### src/rtl/pipe_ctrl_pkg.sv
// Shared types and defaults for the pipeline stall/flush sequencer.
package pipe_ctrl_pkg;

    localparam int REG_W_DEF    = 5;
    localparam int ZERO_REG_IDX = 31;

    typedef enum logic {
        RUN     = 1'b0,
        MC_WAIT = 1'b1
    } state_t;

endpackage

### src/rtl/pipe_stall_ctrl_hazard_detect.sv
// Load-use hazard compare between the load in EX and the sources of the ID instruction.
module hazard_detect
    import pipe_ctrl_pkg::*;
#(
    parameter int REG_W    = REG_W_DEF,
    parameter int ZERO_REG = ZERO_REG_IDX
) (
    input  logic [REG_W-1:0] id_rn,
    input  logic [REG_W-1:0] id_rm,
    input  logic             id_uses_rm,
    input  logic             ex_memread,
    input  logic [REG_W-1:0] ex_rd,
    output logic             hz
);

    logic rn_match;
    logic rm_match;

    assign rn_match = (ex_rd == id_rn);
    assign rm_match = id_uses_rm && (ex_rd == id_rm);

    // The zero register is never a real producer, so a load targeting it cannot stall.
    assign hz = ex_memread && (ex_rd != REG_W'(ZERO_REG)) && (rn_match || rm_match);

endmodule

### src/rtl/pipe_stall_ctrl.sv
// Stall/flush sequencer: load-use bubbles, branch flushes, multicycle handshake
// with timeout, and a saturating stall-cycle counter.
module pipe_stall_ctrl
    import pipe_ctrl_pkg::*;
#(
    parameter int REG_W      = REG_W_DEF,
    parameter int ZERO_REG   = ZERO_REG_IDX,
    parameter int MC_TIMEOUT = 64,
    parameter int CNT_W      = 32
) (
    input  logic             clk,
    input  logic             reset,
    input  logic [REG_W-1:0] id_rn,
    input  logic [REG_W-1:0] id_rm,
    input  logic             id_uses_rm,
    input  logic             id_multi,
    input  logic             ex_memread,
    input  logic [REG_W-1:0] ex_rd,
    input  logic             br_taken,
    input  logic             mc_done,
    output logic             pc_en,
    output logic             ifid_en,
    output logic             idex_en,
    output logic             idex_bubble,
    output logic             ifid_flush,
    output logic             mc_start,
    output logic             mc_err,
    output logic [CNT_W-1:0] stall_cnt
);

    localparam int TMO_W = (MC_TIMEOUT > 2) ? $clog2(MC_TIMEOUT) : 1;

    state_t           state_reg;
    state_t           state_next;
    logic [TMO_W-1:0] tmo_reg;
    logic [TMO_W-1:0] tmo_next;
    logic             mc_err_reg;
    logic             err_set;
    logic [CNT_W-1:0] stall_cnt_reg;
    logic             hz;
    logic             tmo_last;

    hazard_detect #(
        .REG_W    (REG_W),
        .ZERO_REG (ZERO_REG)
    ) u_hazard (
        .id_rn      (id_rn),
        .id_rm      (id_rm),
        .id_uses_rm (id_uses_rm),
        .ex_memread (ex_memread),
        .ex_rd      (ex_rd),
        .hz         (hz)
    );

    assign tmo_last = (tmo_reg == TMO_W'(MC_TIMEOUT - 1));

    // Outputs are Mealy and forced low while reset is held, independent of the clock.
    always_comb begin
        pc_en       = 1'b0;
        ifid_en     = 1'b0;
        idex_en     = 1'b0;
        idex_bubble = 1'b0;
        ifid_flush  = 1'b0;
        mc_start    = 1'b0;
        err_set     = 1'b0;
        state_next  = state_reg;
        tmo_next    = tmo_reg;
        if (reset) begin
            case (state_reg)
                RUN: begin
                    if (br_taken) begin
                        pc_en       = 1'b1;
                        ifid_en     = 1'b1;
                        idex_en     = 1'b1;
                        ifid_flush  = 1'b1;
                        idex_bubble = 1'b1;
                    end else if (hz) begin
                        idex_en     = 1'b1;
                        idex_bubble = 1'b1;
                    end else if (id_multi) begin
                        mc_start    = 1'b1;
                        idex_en     = 1'b1;
                        idex_bubble = 1'b1;
                        tmo_next    = '0;
                        state_next  = MC_WAIT;
                    end else begin
                        pc_en   = 1'b1;
                        ifid_en = 1'b1;
                        idex_en = 1'b1;
                    end
                end
                MC_WAIT: begin
                    if (mc_done || tmo_last) begin
                        pc_en      = 1'b1;
                        ifid_en    = 1'b1;
                        idex_en    = 1'b1;
                        err_set    = !mc_done;
                        state_next = RUN;
                    end else begin
                        tmo_next = tmo_reg + TMO_W'(1);
                    end
                end
                default: state_next = RUN;
            endcase
        end
    end

    always_ff @(posedge clk or negedge reset) begin
        if (!reset) begin
            state_reg     <= RUN;
            tmo_reg       <= '0;
            mc_err_reg    <= 1'b0;
            stall_cnt_reg <= '0;
        end else begin
            state_reg <= state_next;
            tmo_reg   <= tmo_next;
            if (err_set) begin
                mc_err_reg <= 1'b1;
            end
            if (!pc_en && (stall_cnt_reg != '1)) begin
                stall_cnt_reg <= stall_cnt_reg + CNT_W'(1);
            end
        end
    end

    assign mc_err    = mc_err_reg;
    assign stall_cnt = stall_cnt_reg;

endmodule

### config.mk
export PLATFORM = sky130hd
export DESIGN_NAME = pipe_stall_ctrl
export DESIGN_NICKNAME = d
export VERILOG_FILES = /design/src/rtl/pipe_ctrl_pkg.sv /design/src/rtl/pipe_stall_ctrl_hazard_detect.sv /design/src/rtl/pipe_stall_ctrl.sv
export SDC_FILE = /design/constraint.sdc
export NUM_CORES = 1
export LEC_CHECK = 0
export ABC_CLOCK_PERIOD_IN_PS = 3500
export CORE_AREA = 2 2 70 72
export CTS_CLUSTER_SIZE = 40
export DETAILED_ROUTE_END_ITERATION = 10
export DIE_AREA = 0 0 72 74
export HOLD_SLACK_MARGIN = 0.06
export PLACE_DENSITY = 0.79
export RECOVER_POWER = 100
export SYNTH_ARGS = -nofsm -noshare
export SYNTH_HDL_FRONTEND = slang
export SYNTH_SLANG_ARGS = --single-unit
### constraint.sdc
create_clock -name clk -period 3.5 [get_ports clk]
set_clock_uncertainty 0.05 [all_clocks]
set_input_delay 1.05 -clock clk [delete_from_list [all_inputs] [get_ports clk]]
set_output_delay 1.05 -clock clk [all_outputs]
set_load 0.01 [all_outputs]
; ---- Word level (Yosys, flattened, before mapping)
; Index checks and enable logic that the tools add are counted.
[classes]
addsub = 2
n_eq_ne = 9
muxes = 30
bitwise_logic = 1
reduce_logical = 9
[ops]
columns = op, n
row1 = "adder 32 x 1 -> 32 bit, second input constant", 1
row2 = "!= test 32 bit, second input constant", 1
row3 = 2-to-1 mux 6 bit, 4
row4 = 2-to-1 mux 1 bit, 22
row5 = one-hot mux 6 bit (2 select lines), 1
row6 = == test 5 bit, 2
row7 = "!= test 2 bit, second input constant", 4
row8 = "adder 6 x 1 -> 6 bit, second input constant", 1
row9 = "== test 6 bit, second input constant", 1
row10 = one-hot mux 1 bit (2 select lines), 3
row11 = "!= test 5 bit, second input constant", 1
row12 = AND reduction 5 bit, 1
row13 = logical AND 1 bit, 4
row14 = logical NOT 1 bit, 2
row15 = logical OR 1 bit, 2
row16 = NOT 1 bit, 1
[totals]
regBits = 40
in_bits = 22
output_inout_bits = 39
elab_cells = 55

; ---- Logic depth before layout (Yosys ltp)
[logic_depth]
ltp_word = 10
ltp_mapped = 10
depth_no_buf = 7

; ---- Modules after synthesis
; A second synthesis with hierarchy kept.
[hier_totals]
cells_unflattened = 230
hier_area_um2 = 2282.2
[modules_own_cells]
columns = mod, instances, cells_per_inst, area_each_um2, seq_area_each_um2
row1 = pipe_stall_ctrl, 1, 212, 2154.6, 1001.0
row2 = hazard_detect, 1, 18, 127.6, 0.0

; ---- Worst setup path after synthesis
; Ideal clock, no wire load.
[synth_timing]
kind = input port to output port
startpoint = in id_rm[4]
endpoint = out pc_en
arrival_time_ps = 2214
required_time_ps = 2400
slack_ps = 186
path_stages = 6
path_buffers = 2
path_cell_list = xnor2_1 -> nand4_1 -> o22ai_1 -> a31oi_1 -> clkbuf_1 -> buf_4
[synth_between]
elab_chain_cells = 8
[synth_lines]
columns = item, line_no
row1 = from (decl), pipe_stall_ctrl.sv:14  ; input logic [REG_W-1:0] id_rm,
row2 = == test 5 bit, pipe_stall_ctrl_hazard_detect.sv:20  ; assign rm_match = id_uses_rm && (ex_rd == id_rm);
row3 = logical AND 1 bit, pipe_stall_ctrl_hazard_detect.sv:20
row4 = logical OR 1 bit, pipe_stall_ctrl_hazard_detect.sv:23  ; assign hz = ex_memread && (ex_rd != REG_W'(ZERO_REG)) && (rn_match || rm_match);
row5 = logical AND 1 bit, pipe_stall_ctrl_hazard_detect.sv:23
row6 = 2-to-1 mux 1 bit (2 in a row), --
row7 = one-hot mux 1 bit (2 select lines), --
row8 = 2-to-1 mux 1 bit, --
row9 = to (decl), pipe_stall_ctrl.sv:21  ; output logic pc_en,
; No other way between the ends.

; ---- Worst setup path in the final report
[layout_timing]
startpoint = in br_taken
endpoint = out ifid_flush
[layout_between]
elab_chain_cells = 3
[layout_lines]
columns = item, line_no
row1 = from (decl), pipe_stall_ctrl.sv:19  ; input logic br_taken,
row2 = 2-to-1 mux 1 bit, pipe_stall_ctrl.sv:71  ; if (br_taken) begin
row3 = 2-to-1 mux 1 bit, pipe_stall_ctrl.sv:69  ; case (state_reg)
row4 = 2-to-1 mux 1 bit, pipe_stall_ctrl.sv:68  ; if (reset) begin
row5 = to (decl), pipe_stall_ctrl.sv:25  ; output logic ifid_flush,
; No other way between the ends.

==> flow_summary.yaml <==
global_routing:
  antenna_found_initial: 0
  overflow: 0
  grt_max_degree: 39
  grt_pass1_vias: 1737
  grtUsageTotal_pct: 19.2
  grt_pass1_wl_microns: 7940
route:
  drc: 0
  vias: 1829
  drt-vias-per-instance: 5.43
  firstDrtPassIters: 4
  wl_microns: 4730
  wl_per_cell_microns: 14.0
  ant_nets: 0
  drt_iter0_markers: 111
floorplanning:
  die_height_microns: 74
  core.rowCount: 25
  start_util_pct: 46.9
  ios: 61
  die_area_sq_um: 5330
  core_sq_um: 4600
  die-width_microns: 72
logic_synthesis:
  synthTopCellsByArea: "dfrtp_1 46%, xor2_1 13%, xnor2_1 4.9%"
  synth-seq-cells: 40
  netlist_area_sq_um: 2150
  synth_top_cell_area_share_pct: 46.5
  seq_area_frac_synth_pct: 46.5
  synth_cell_types: 38
  yosysWarnings: 0
  syn_nets: 237
  yosys.area.top_type: "dfrtp_1"
  syn_avg_cell_area_sq_um: 10.1
  synthCells: 213
clocking:
  clock_path_buffers: 2
  htreeDepth: 2
  cts_tree: "built"
  cts_hold_buffers: 0
  cts_root_buf: "clkbuf_8"
  cts_made_buffers: 5
  insertion_delay_ns: 0.29
  clk_pin_slew_worst_paths_ns: 0.07
  clkSinkCount: 40
setup_path:
  endpoint_kind: "output pin"
  ff2ff_path_depth: 7
  start_kind: "primary input"
  r2r_start: "stall_cnt[0]$_DFFE_PN0P_"
  cp.required_ns: 2.40
  critPathMaxFanout: 2
  critical_path_class: "in -> out"
  crit_start: "br_taken"
  r2r_setup_slack_ns: 0.76
  crit_end: "ifid_flush"
  crit_arrival_ns: 2.33
  timing.rr.end: "stall_cnt[25]$_DFFE_PN0P_"
placed_design:
  place_congestion: 0.796
  io_buffers: 60
  place_area_sq_um: 2830
  dp_hpwl_microns: 3440
layout:
  drive_above_1_share_pct: 9.19
  num-nets-final: 306
  nFillCells: 407
  largest_register_ffs: 32
  antenna_cells: 0
  fin_area_sq_um: 2920
  area_growth_pct: 35.5
  layout_common_cells: "40 x dfrtp_1, 33 x xor2_1, 33 x dlygate4sd3_1, 17 x nand3_1"
  final_common_cell: "dfrtp_1"
flow_run:
  drv_cap: 0
timing:
  timing_worst_slew_pin_value_ns: 0.917
  drv_slew: 0
  max_clock_freq_mhz: 292
  setup_viol: 0
  min_period_ns: 3.43
  fin_hold_ws_ns: 0.442
  maxSlewHeadroom_pct: 38.9
  hold_violations: 0
  rsz0062_at_grt: "no"
  min_period_over_period_pct: 97.9
  tns_ns: 0
power:
  cellPowerDensity_nw_per_um2: 483
  peakVddDrop_mv: 0.359
  power_leakage_nw: 1.20
outcome:
  outcome: "finished, final reports clean"
worst_hold_path:
  holdCritPathClass: "reg -> reg"
Yosys cell counts, drive strengths merged:
master and n:
and2 2, or2 3, nor3 9, inv 5
nand2 16, clkbuf 3, nand3 17, nand4 7
ha 2, nor2 11, and4 1, or3 2
nand3b 1, mux2 1, o21ai 2, o211ai 1
a21oi 1, a31oi 2, a211o 1, xor2 33
a311o 1, o21bai 2, dfrtp 40, buf 6
nor3b 2, and3 8, nor4 14, o22ai 1
o21a 1, xnor2 12, or4b 1, nor4b 5
through the flow:
| step | total power, mW | instances | utilization, % | setup slack, ns |
|---|---|---|---|---|
| floorplan | 0.874 | 213 | - | 0.186 |
| global placement | 1.13 | 326 | 61.5 | -0.557 |
| detailed placement | 1.14 | 326 | 61.5 | -0.601 |
| CTS | 1.46 | 337 | 64.2 | 0.00652 |
| global route | 1.51 | 337 | 63.5 | 0.0149 |
| finish | 1.41 | 337 | 63.5 | 0.0734 |
worst max-delay path, cell delays in order:
cell and delay, ns:
clkdlybuf4s50_1 0.48, buf_4 0.12, and3_1 0.15, clkdlybuf4s50_1 0.53
worst min path at each step:
| stage | from | end | slack, ns | cells past startpoint |
|---|---|---|---|---|
| 2_1_floorplan | tmo_reg[4]$_DFFE_PN0P_ | tmo_reg[4]$_DFFE_PN0P_ | 0.45 | 2 |
| 3_3_place_gp | stall_cnt[4]$_DFFE_PN0P_ | stall_cnt[4]$_DFFE_PN0P_ | 0.43 | 1 |
| 3_5_place_dp | stall_cnt[27]$_DFFE_PN0P_ | stall_cnt[27]$_DFFE_PN0P_ | 0.43 | 1 |
| 4_1_cts | stall_cnt[11]$_DFFE_PN0P_ | stall_cnt[11]$_DFFE_PN0P_ | 0.45 | 1 |
| 5_1_grt | stall_cnt[27]$_DFFE_PN0P_ | stall_cnt[27]$_DFFE_PN0P_ | 0.46 | 1 |
| 6_report | stall_cnt[4]$_DFFE_PN0P_ | stall_cnt[4]$_DFFE_PN0P_ | 0.44 | 1 |
where the power goes:
| group | internal [mW] | switching, mW |
|---|---|---|
| registers | 0.549 | 0.103 |
| logic | 0.230 | 0.209 |
| clock network | 0.160 | 0.158 |
kinds of logic (layout without fill, tap and decap cells):
group,Yosys count,count (layout),share of synthesized area [%]
muxes,1,1,0.523
DFF,40,40,46.5
and+or+nand+nor,99,99,26.0
adders and majority gates,2,2,1.16
xor gates and xnor gates,45,45,18.3
buffers and inverters,14,84,3.48
AOI/OAI and AO/OA,12,12,4.06
layout make-up:
type                    instances  area (sq um)  share of cell area, %
clock buffers                   7          86.3                   2.96
clock inverters                 1          7.51                  0.257
inverters                       5          18.8                  0.643
multi-input cells             159          1120                   38.2
flip-flops and latches         40          1000                   34.3
well taps                      54          67.6                   2.31
repair buffers                 71           622                   21.3
routing by layer:
| layer | GRT usage [%] | share of wire, % |
|---|---|---|
| met3 | 5.28 | 5.7 |
| met4 | 7.55 | 2.0 |
| met2 | 30.1 | 47 |
| met5 | 0 | 0 |
| met1 | 25.6 | 45 |
timing repair:
item                       CTS  global route
setup endpoints to repair    5             1
setup buffers                3             0
resized for setup           36             3
pin swaps                   12             5
(Power assumes the default switching activity.)
